## config.mk

```make
export PLATFORM = sky130hd
export DESIGN_NAME = aes_key_expander
export DESIGN_NICKNAME = d
export VERILOG_FILES = /design/src/rtl/aes_pkg.sv /design/src/rtl/aes_sub_word.sv /design/src/rtl/aes_key_expander.sv
export SDC_FILE = /design/constraint.sdc
export NUM_CORES = 2
export LEC_CHECK = 0
export BUFFER_PORTS_ARGS = -buffer_cell sky130_fd_sc_hd__buf_2
export CORE_MARGIN = 5
export CORE_UTILIZATION = 32
export CTS_BUF_LIST = sky130_fd_sc_hd__clkbuf_4
export DETAILED_ROUTE_END_ITERATION = 12
export PLACE_DENSITY = 0.52
export SLEW_MARGIN = 20
export SYNTH_ARGS = -nofsm -noshare
export SYNTH_HDL_FRONTEND = slang
export SYNTH_SLANG_ARGS = --single-unit
```

## constraint.sdc

```tcl
create_clock -name clk -period 12 [get_ports clk]
set_input_delay 2.4 -clock clk [delete_from_list [all_inputs] [get_ports clk]]
set_output_delay 2.4 -clock clk [all_outputs]
set_load 0.01 [all_outputs]
```

## src/rtl/aes_pkg.sv

```systemverilog
// AES-128 shared definitions: round count, word/block types, key-expander
// FSM states, the forward S-box table and the key-schedule round constants.
// Used by the key expander and by the data-path S-box.
package aes_pkg;

  localparam int AES_NR = 10;

  typedef logic [31:0]  word_t;
  typedef logic [127:0] block_t;

  typedef enum logic [1:0] {
    ST_IDLE,
    ST_EXPAND,
    ST_READY
  } kexp_state_e;

  localparam logic [7:0] SBOX [256] = '{
    8'h63, 8'h7c, 8'h77, 8'h7b, 8'hf2, 8'h6b, 8'h6f, 8'hc5, 8'h30, 8'h01, 8'h67, 8'h2b, 8'hfe, 8'hd7, 8'hab, 8'h76,
    8'hca, 8'h82, 8'hc9, 8'h7d, 8'hfa, 8'h59, 8'h47, 8'hf0, 8'had, 8'hd4, 8'ha2, 8'haf, 8'h9c, 8'ha4, 8'h72, 8'hc0,
    8'hb7, 8'hfd, 8'h93, 8'h26, 8'h36, 8'h3f, 8'hf7, 8'hcc, 8'h34, 8'ha5, 8'he5, 8'hf1, 8'h71, 8'hd8, 8'h31, 8'h15,
    8'h04, 8'hc7, 8'h23, 8'hc3, 8'h18, 8'h96, 8'h05, 8'h9a, 8'h07, 8'h12, 8'h80, 8'he2, 8'heb, 8'h27, 8'hb2, 8'h75,
    8'h09, 8'h83, 8'h2c, 8'h1a, 8'h1b, 8'h6e, 8'h5a, 8'ha0, 8'h52, 8'h3b, 8'hd6, 8'hb3, 8'h29, 8'he3, 8'h2f, 8'h84,
    8'h53, 8'hd1, 8'h00, 8'hed, 8'h20, 8'hfc, 8'hb1, 8'h5b, 8'h6a, 8'hcb, 8'hbe, 8'h39, 8'h4a, 8'h4c, 8'h58, 8'hcf,
    8'hd0, 8'hef, 8'haa, 8'hfb, 8'h43, 8'h4d, 8'h33, 8'h85, 8'h45, 8'hf9, 8'h02, 8'h7f, 8'h50, 8'h3c, 8'h9f, 8'ha8,
    8'h51, 8'ha3, 8'h40, 8'h8f, 8'h92, 8'h9d, 8'h38, 8'hf5, 8'hbc, 8'hb6, 8'hda, 8'h21, 8'h10, 8'hff, 8'hf3, 8'hd2,
    8'hcd, 8'h0c, 8'h13, 8'hec, 8'h5f, 8'h97, 8'h44, 8'h17, 8'hc4, 8'ha7, 8'h7e, 8'h3d, 8'h64, 8'h5d, 8'h19, 8'h73,
    8'h60, 8'h81, 8'h4f, 8'hdc, 8'h22, 8'h2a, 8'h90, 8'h88, 8'h46, 8'hee, 8'hb8, 8'h14, 8'hde, 8'h5e, 8'h0b, 8'hdb,
    8'he0, 8'h32, 8'h3a, 8'h0a, 8'h49, 8'h06, 8'h24, 8'h5c, 8'hc2, 8'hd3, 8'hac, 8'h62, 8'h91, 8'h95, 8'he4, 8'h79,
    8'he7, 8'hc8, 8'h37, 8'h6d, 8'h8d, 8'hd5, 8'h4e, 8'ha9, 8'h6c, 8'h56, 8'hf4, 8'hea, 8'h65, 8'h7a, 8'hae, 8'h08,
    8'hba, 8'h78, 8'h25, 8'h2e, 8'h1c, 8'ha6, 8'hb4, 8'hc6, 8'he8, 8'hdd, 8'h74, 8'h1f, 8'h4b, 8'hbd, 8'h8b, 8'h8a,
    8'h70, 8'h3e, 8'hb5, 8'h66, 8'h48, 8'h03, 8'hf6, 8'h0e, 8'h61, 8'h35, 8'h57, 8'hb9, 8'h86, 8'hc1, 8'h1d, 8'h9e,
    8'he1, 8'hf8, 8'h98, 8'h11, 8'h69, 8'hd9, 8'h8e, 8'h94, 8'h9b, 8'h1e, 8'h87, 8'he9, 8'hce, 8'h55, 8'h28, 8'hdf,
    8'h8c, 8'ha1, 8'h89, 8'h0d, 8'hbf, 8'he6, 8'h42, 8'h68, 8'h41, 8'h99, 8'h2d, 8'h0f, 8'hb0, 8'h54, 8'hbb, 8'h16
  };

  function automatic logic [7:0] sbox(input logic [7:0] b);
    return SBOX[b];
  endfunction

  // Round constant for round key r (1..10); 0 elsewhere.
  function automatic logic [7:0] rcon(input logic [3:0] r);
    logic [7:0] rc;
    case (r)
      4'd1:    rc = 8'h01;
      4'd2:    rc = 8'h02;
      4'd3:    rc = 8'h04;
      4'd4:    rc = 8'h08;
      4'd5:    rc = 8'h10;
      4'd6:    rc = 8'h20;
      4'd7:    rc = 8'h40;
      4'd8:    rc = 8'h80;
      4'd9:    rc = 8'h1b;
      4'd10:   rc = 8'h36;
      default: rc = 8'h00;
    endcase
    return rc;
  endfunction

endpackage

```

## src/rtl/aes_sub_word.sv

```systemverilog
// SubWord: four parallel S-box lookups on a 32-bit word. Purely combinational.
// Ports:
//   in_word  - input word
//   out_word - byte-wise S-box substitution of in_word
module aes_sub_word
  import aes_pkg::*;
(
  input  word_t in_word,
  output word_t out_word
);

  assign out_word = {sbox(in_word[31:24]), sbox(in_word[23:16]),
                     sbox(in_word[15:8]),  sbox(in_word[7:0])};

endmodule

```

## src/rtl/aes_key_expander.sv

```systemverilog
// AES-128 key expander. Expands cipher_key into round keys 0..NUM_ROUNDS,
// one per clock, into an internal key memory, and serves the key selected
// by round_idx.
// Ports:
//   clk        - rising-edge clock
//   reset      - asynchronous active-low reset
//   key_load   - one-cycle strobe: latch cipher_key and (re)start expansion
//   cipher_key - AES key, w0 = bits[127:96]
//   round_idx  - round key select (11..15 read as zero)
//   round_key  - selected round key
//   key_ready  - all round keys valid
//   busy       - expansion in progress
// Build option: define AES_KEYEXP_OUT_REG_EN to register round_key
// (one-cycle read latency); default is a combinational read.
//
// state     | meaning
// ----------+--------------------------------
// ST_IDLE   | no key expanded yet
// ST_EXPAND | writing round keys 1..NUM_ROUNDS
// ST_READY  | all round keys valid
module aes_key_expander
  import aes_pkg::*;
#(
  parameter int NUM_ROUNDS = AES_NR
) (
  input  logic         clk,
  input  logic         reset,
  input  logic         key_load,
  input  logic [127:0] cipher_key,
  input  logic [3:0]   round_idx,
  output logic [127:0] round_key,
  output logic         key_ready,
  output logic         busy
);

  kexp_state_e state_q, state_d;
  logic [3:0]  cnt_q, cnt_d;
  block_t      mem_q [NUM_ROUNDS+1];
  block_t      mem_d [NUM_ROUNDS+1];

  block_t prev_key;
  word_t  sub_in, sub_out, t_word;
  word_t  w0_n, w1_n, w2_n, w3_n;
  block_t rd_data;

  // cnt_q is never 0 in ST_EXPAND; the guard only keeps the index in range.
  assign prev_key = (cnt_q != 4'd0) ? mem_q[cnt_q - 4'd1] : '0;
  assign sub_in   = {prev_key[23:0], prev_key[31:24]};

  aes_sub_word u_sub_word (
    .in_word  (sub_in),
    .out_word (sub_out)
  );

  assign t_word = sub_out ^ {rcon(cnt_q), 24'h0};
  assign w0_n   = prev_key[127:96] ^ t_word;
  assign w1_n   = prev_key[95:64]  ^ w0_n;
  assign w2_n   = prev_key[63:32]  ^ w1_n;
  assign w3_n   = prev_key[31:0]   ^ w2_n;

  always_comb begin
    state_d = state_q;
    cnt_d   = cnt_q;
    mem_d   = mem_q;
    if (key_load) begin
      // Load wins in every state, so a load mid-expansion simply restarts.
      mem_d[0] = cipher_key;
      cnt_d    = 4'd1;
      state_d  = ST_EXPAND;
    end else if (state_q == ST_EXPAND) begin
      mem_d[cnt_q] = {w0_n, w1_n, w2_n, w3_n};
      if (cnt_q == 4'(NUM_ROUNDS)) begin
        state_d = ST_READY;
        cnt_d   = 4'd0;
      end else begin
        cnt_d = cnt_q + 4'd1;
      end
    end
  end

  always_ff @(posedge clk or negedge reset) begin
    if (!reset) begin
      state_q <= ST_IDLE;
      cnt_q   <= 4'd0;
      mem_q   <= '{default: '0};
    end else begin
      state_q <= state_d;
      cnt_q   <= cnt_d;
      mem_q   <= mem_d;
    end
  end

  // Both flags decode the state register, so they can never be high together.
  assign key_ready = (state_q == ST_READY);
  assign busy      = (state_q == ST_EXPAND);

  assign rd_data = (round_idx <= 4'(NUM_ROUNDS)) ? mem_q[round_idx] : '0;

`ifdef AES_KEYEXP_OUT_REG_EN
  block_t round_key_q, round_key_d;

  always_comb begin
    round_key_d = rd_data;
  end

  always_ff @(posedge clk or negedge reset) begin
    if (!reset) begin
      round_key_q <= '0;
    end else begin
      round_key_q <= round_key_d;
    end
  end

  assign round_key = round_key_q;
`else
  assign round_key = rd_data;
`endif

endmodule

```

==> reports/summary.txt <==
I/O Buffers - 264
layout cells sized above 1 - 0.202
net count of the finished layout - 9,814
Period Utilization, post-route - 0.798
Die W - 538 um
power per cell area - 324 nW/um2
Hold Startpoint - mem_q[284]$_DFFE_PN0P_
Seq pwr share - 0.246
Fin Setup TNS - 0 ps
DR vias/cell - 6.27
Worst Hold Class - reg2reg
internal power - 14.6 mW
CTS root buf - clkbuf_4
Req. time, crit path - 13,100 ps
Most used DFF post-synth - dfrtp_1
largest family of logic cells by synthesized area - compound AO/OA/AOI/OAI gates
Rows - 193
fmax - 0.104 GHz
Slew Limit Headroom - 0.155
crit path launch - cnt_q[0]$_DFFE_PN0P_
clock latency on the worst-skew pair - 1290 ps
Finish-stage setup viols - 0
largest net degree at the start of global routing - 185
first-pass GRT wire length - 624 mm
xor/xnor cell area share of the yosys netlist - 0.0197
Worst-path clk slew - 70 ps
Compound-Gate Fraction of Synth Area - 0.212
Synth Warn # - 0
Synth area leaders - dfrtp_1, mux4_2, o21ai_0, nand2_1, mux2i_1
Setup WS post-layout - 2430 ps
routability congestion estimate - 0.980
Die H - 538 um
die area - 289,000 um2
Adder-Cell Fraction of Synth Area - 0.00687
vias - 85.4k
Reg area - 35,400 um2
CTS tree - done
Gate power share - 0.617
post-route ant nets - 0
hpwl dp - 276 mm
minimum clock period - 9570 ps
Psw - 17.6 mW
postcts setup bufs - 0
Setup CP Type - reg2reg
synthesis-to-finish area growth - 11.5%
Peak VDD IR - 0.000303 V
area of the multi-input gates - 50,000 um2
status - finished, final reports clean
CTS Buf Count - 387
syn nets - 9,832
Core ar. - 277,000 um2
Worst Setup Start Kind - register
number of synthesized register bits - 1,414
routed wire length - 437 mm
clock net sink count - 1,414
IO Pins - 265
mux contribution to synthesized area - 0.187
post-cts gate resize count - 0
drt drc - 0
Max H-tree Level - 5
wire per inst - 32.1 um
Post-synth EDFFs - 0
CP Max Fanout - 37
synthesized area - 89,200 um2
reg2reg start - cnt_q[0]$_DFFE_PN0P_
Initial DRC Count - 11.0k
Total GRT Usage - 0.293
Synth Area in Simple Gates - 0.128
Worst Tran Pin Value - 1270 ps
top cell type's share of synthesized area - 0.397
Slew Viols, Final - 0
Worst Setup End Kind - register
RSZ-0062 raised after global routing - no
global route overflow - 0
pre-CTS setup slack - 2670 ps
Synth Instances - 9,648
clock network power share - 0.137
final hold vios - 0
sequential share of the synthesized area - 0.397
Pre-antenna DRT Iters - 9
async set-reset flop share out of synthesis - 1.00
Leak - 42.1 nW
max-cap violation count - 0
Synth area leader - dfrtp_1
switch share - 0.545
Initial Utilization - 0.322
critical path arrival - 10,670 ps
Syn Area/Cell - 9.24 um2
buffer levels on the longest clock path - 4
initial antenna violation count - 39
# fillers - 28.5k
Hold Buf Count CTS - 0
Worst Skew - 121 ps
vias in the first global route - 83.2k
post-synthesis cell type count - 96
critical path, cell delays in order (launching register included):
cell,delay (ps)
dfrtp_4,860
inv_1,360
ha_4,750
buf_4,590
mux4_2,410
nor3_1,250
o31a_1,390
nor2_1,80
buf_4,270
ha_1,720
inv_1,350
nand3_1,220
a21o_1,280
or2_2,280
a31o_2,250
a21oi_1,340
o32ai_2,330
xnor2_1,910
xnor2_2,520
xnor2_1,860
buf_4,270
o21ai_0,90
Yosys cell counts (15+ instances only):
master and count:
dfrtp_1 1414, o311ai_0 35, a31oi_1 79, ha_1 49
a211o_1 21, buf_2 140, o221ai_1 32, a221oi_1 106
nand2_1 1690, a21o_1 23, o22ai_1 159, xnor2_1 121
o21ai_1 36, nand4_1 38, o2111ai_1 29, o211ai_1 129
a211oi_1 73, o31ai_1 37, buf_1 102, buf_4 28
mux2i_1 350, inv_1 87, and2_1 28, a221o_1 50
nor2_1 546, o21ai_0 1465, a22oi_1 30, clkbuf_1 731
nand3_1 172, a22o_1 48, o32ai_1 26, nor3_1 198
nor4_1 33, a21oi_1 490, mux2_2 167, and3_1 15
mux4_2 501, a2111oi_0 24, a311oi_1 38, xor2_1 54
a222oi_1 21
placed cells by master (no fill, tap or decap), types with 159 or more instances in the layout:
master	synthesis	layout
nor3_1	198	198
mux4_2	501	501
o21ai_0	1465	1460
buf_2	140	258
clkbuf_4	0	585
a21oi_1	490	488
nand3_1	172	170
buf_4	28	308
dfrtp_1	1414	1413
nand2_1	1690	1676
mux2_2	167	167
o22ai_1	159	159
mux2i_1	350	350
nor2_1	546	534
metrics by stage:
stage | cell area (um2) | instances | utilization | total power, mW | hold slack [ps]
finish | 99400 | 13600 | 0.359 | 32.2 | 497
global route | 99400 | 13600 | 0.359 | 33.6 | 515
CTS | 99300 | 13600 | 0.359 | 31.7 | 502
detailed placement | 94500 | 12900 | 0.341 | 27.2 | 486
global placement | 94400 | 12900 | 0.341 | 27.0 | 472
floorplan | 89200 | 9648 | - | 18.3 | 458
power groups by stage:
stage                     Sequential [mW]  Combinational (mW)  Clock [mW]
final                                7.93                19.9        4.40
after global routing                 8.14                20.7        4.76
after CTS                            7.89                19.3        4.50
after detailed placement             7.97                19.2           0
after global placement               7.81                19.2           0
after floorplan                      7.48                10.8           0
area by class of cell:
cell class | count | area share
antenna | 12 | 0.000302
clock buffer | 584 | 0.0441
clock inverter | 81 | 0.00398
inverter | 100 | 0.00379
multi-input combinational | 7126 | 0.503
sequential | 1414 | 0.356
tap | 3705 | 0.0466
timing repair buffer | 601 | 0.0427
metal layers:
layer	up-vias	share of wire	wire, um	global-route usage
met2	5460	0.43	187000	0.430
met3	1212	0.10	44400	0.0723
met1	42900	0.40	173000	0.386
met4	30	0.074	32500	0.185
li1	35700	-	-	-
met5	-	0.00050	219	0.00115
registers in the layout (all words and copies together) (netlist names):
register	count
state_q	2
cnt_q	4
mem_q	1408
cells by family after synthesis:
kind of cell               Yosys count
muxes                             1018
DFF                               1414
and+or+nand+nor                   2775
AOI/OAI and AO/OA                 3097
buffers and inverters             1108
adders and majority gates           49
xor gates and xnor gates           187
final timing paths:
path	endpoint	slack (ps)	cells after the start
max	mem_q[156]$_DFFE_PN0P_	2430	21
min	mem_q[284]$_DFFE_PN0P_	500	2
min reg2reg	mem_q[284]$_DFFE_PN0P_	500	2
max reg2reg	mem_q[156]$_DFFE_PN0P_	2430	21
max in group asynchronous	mem_q[1403]$_DFFE_PN0P_	8580	3
min in group asynchronous	mem_q[1103]$_DFFE_PN0P_	1140	1
(Power assumes the default switching activity.)
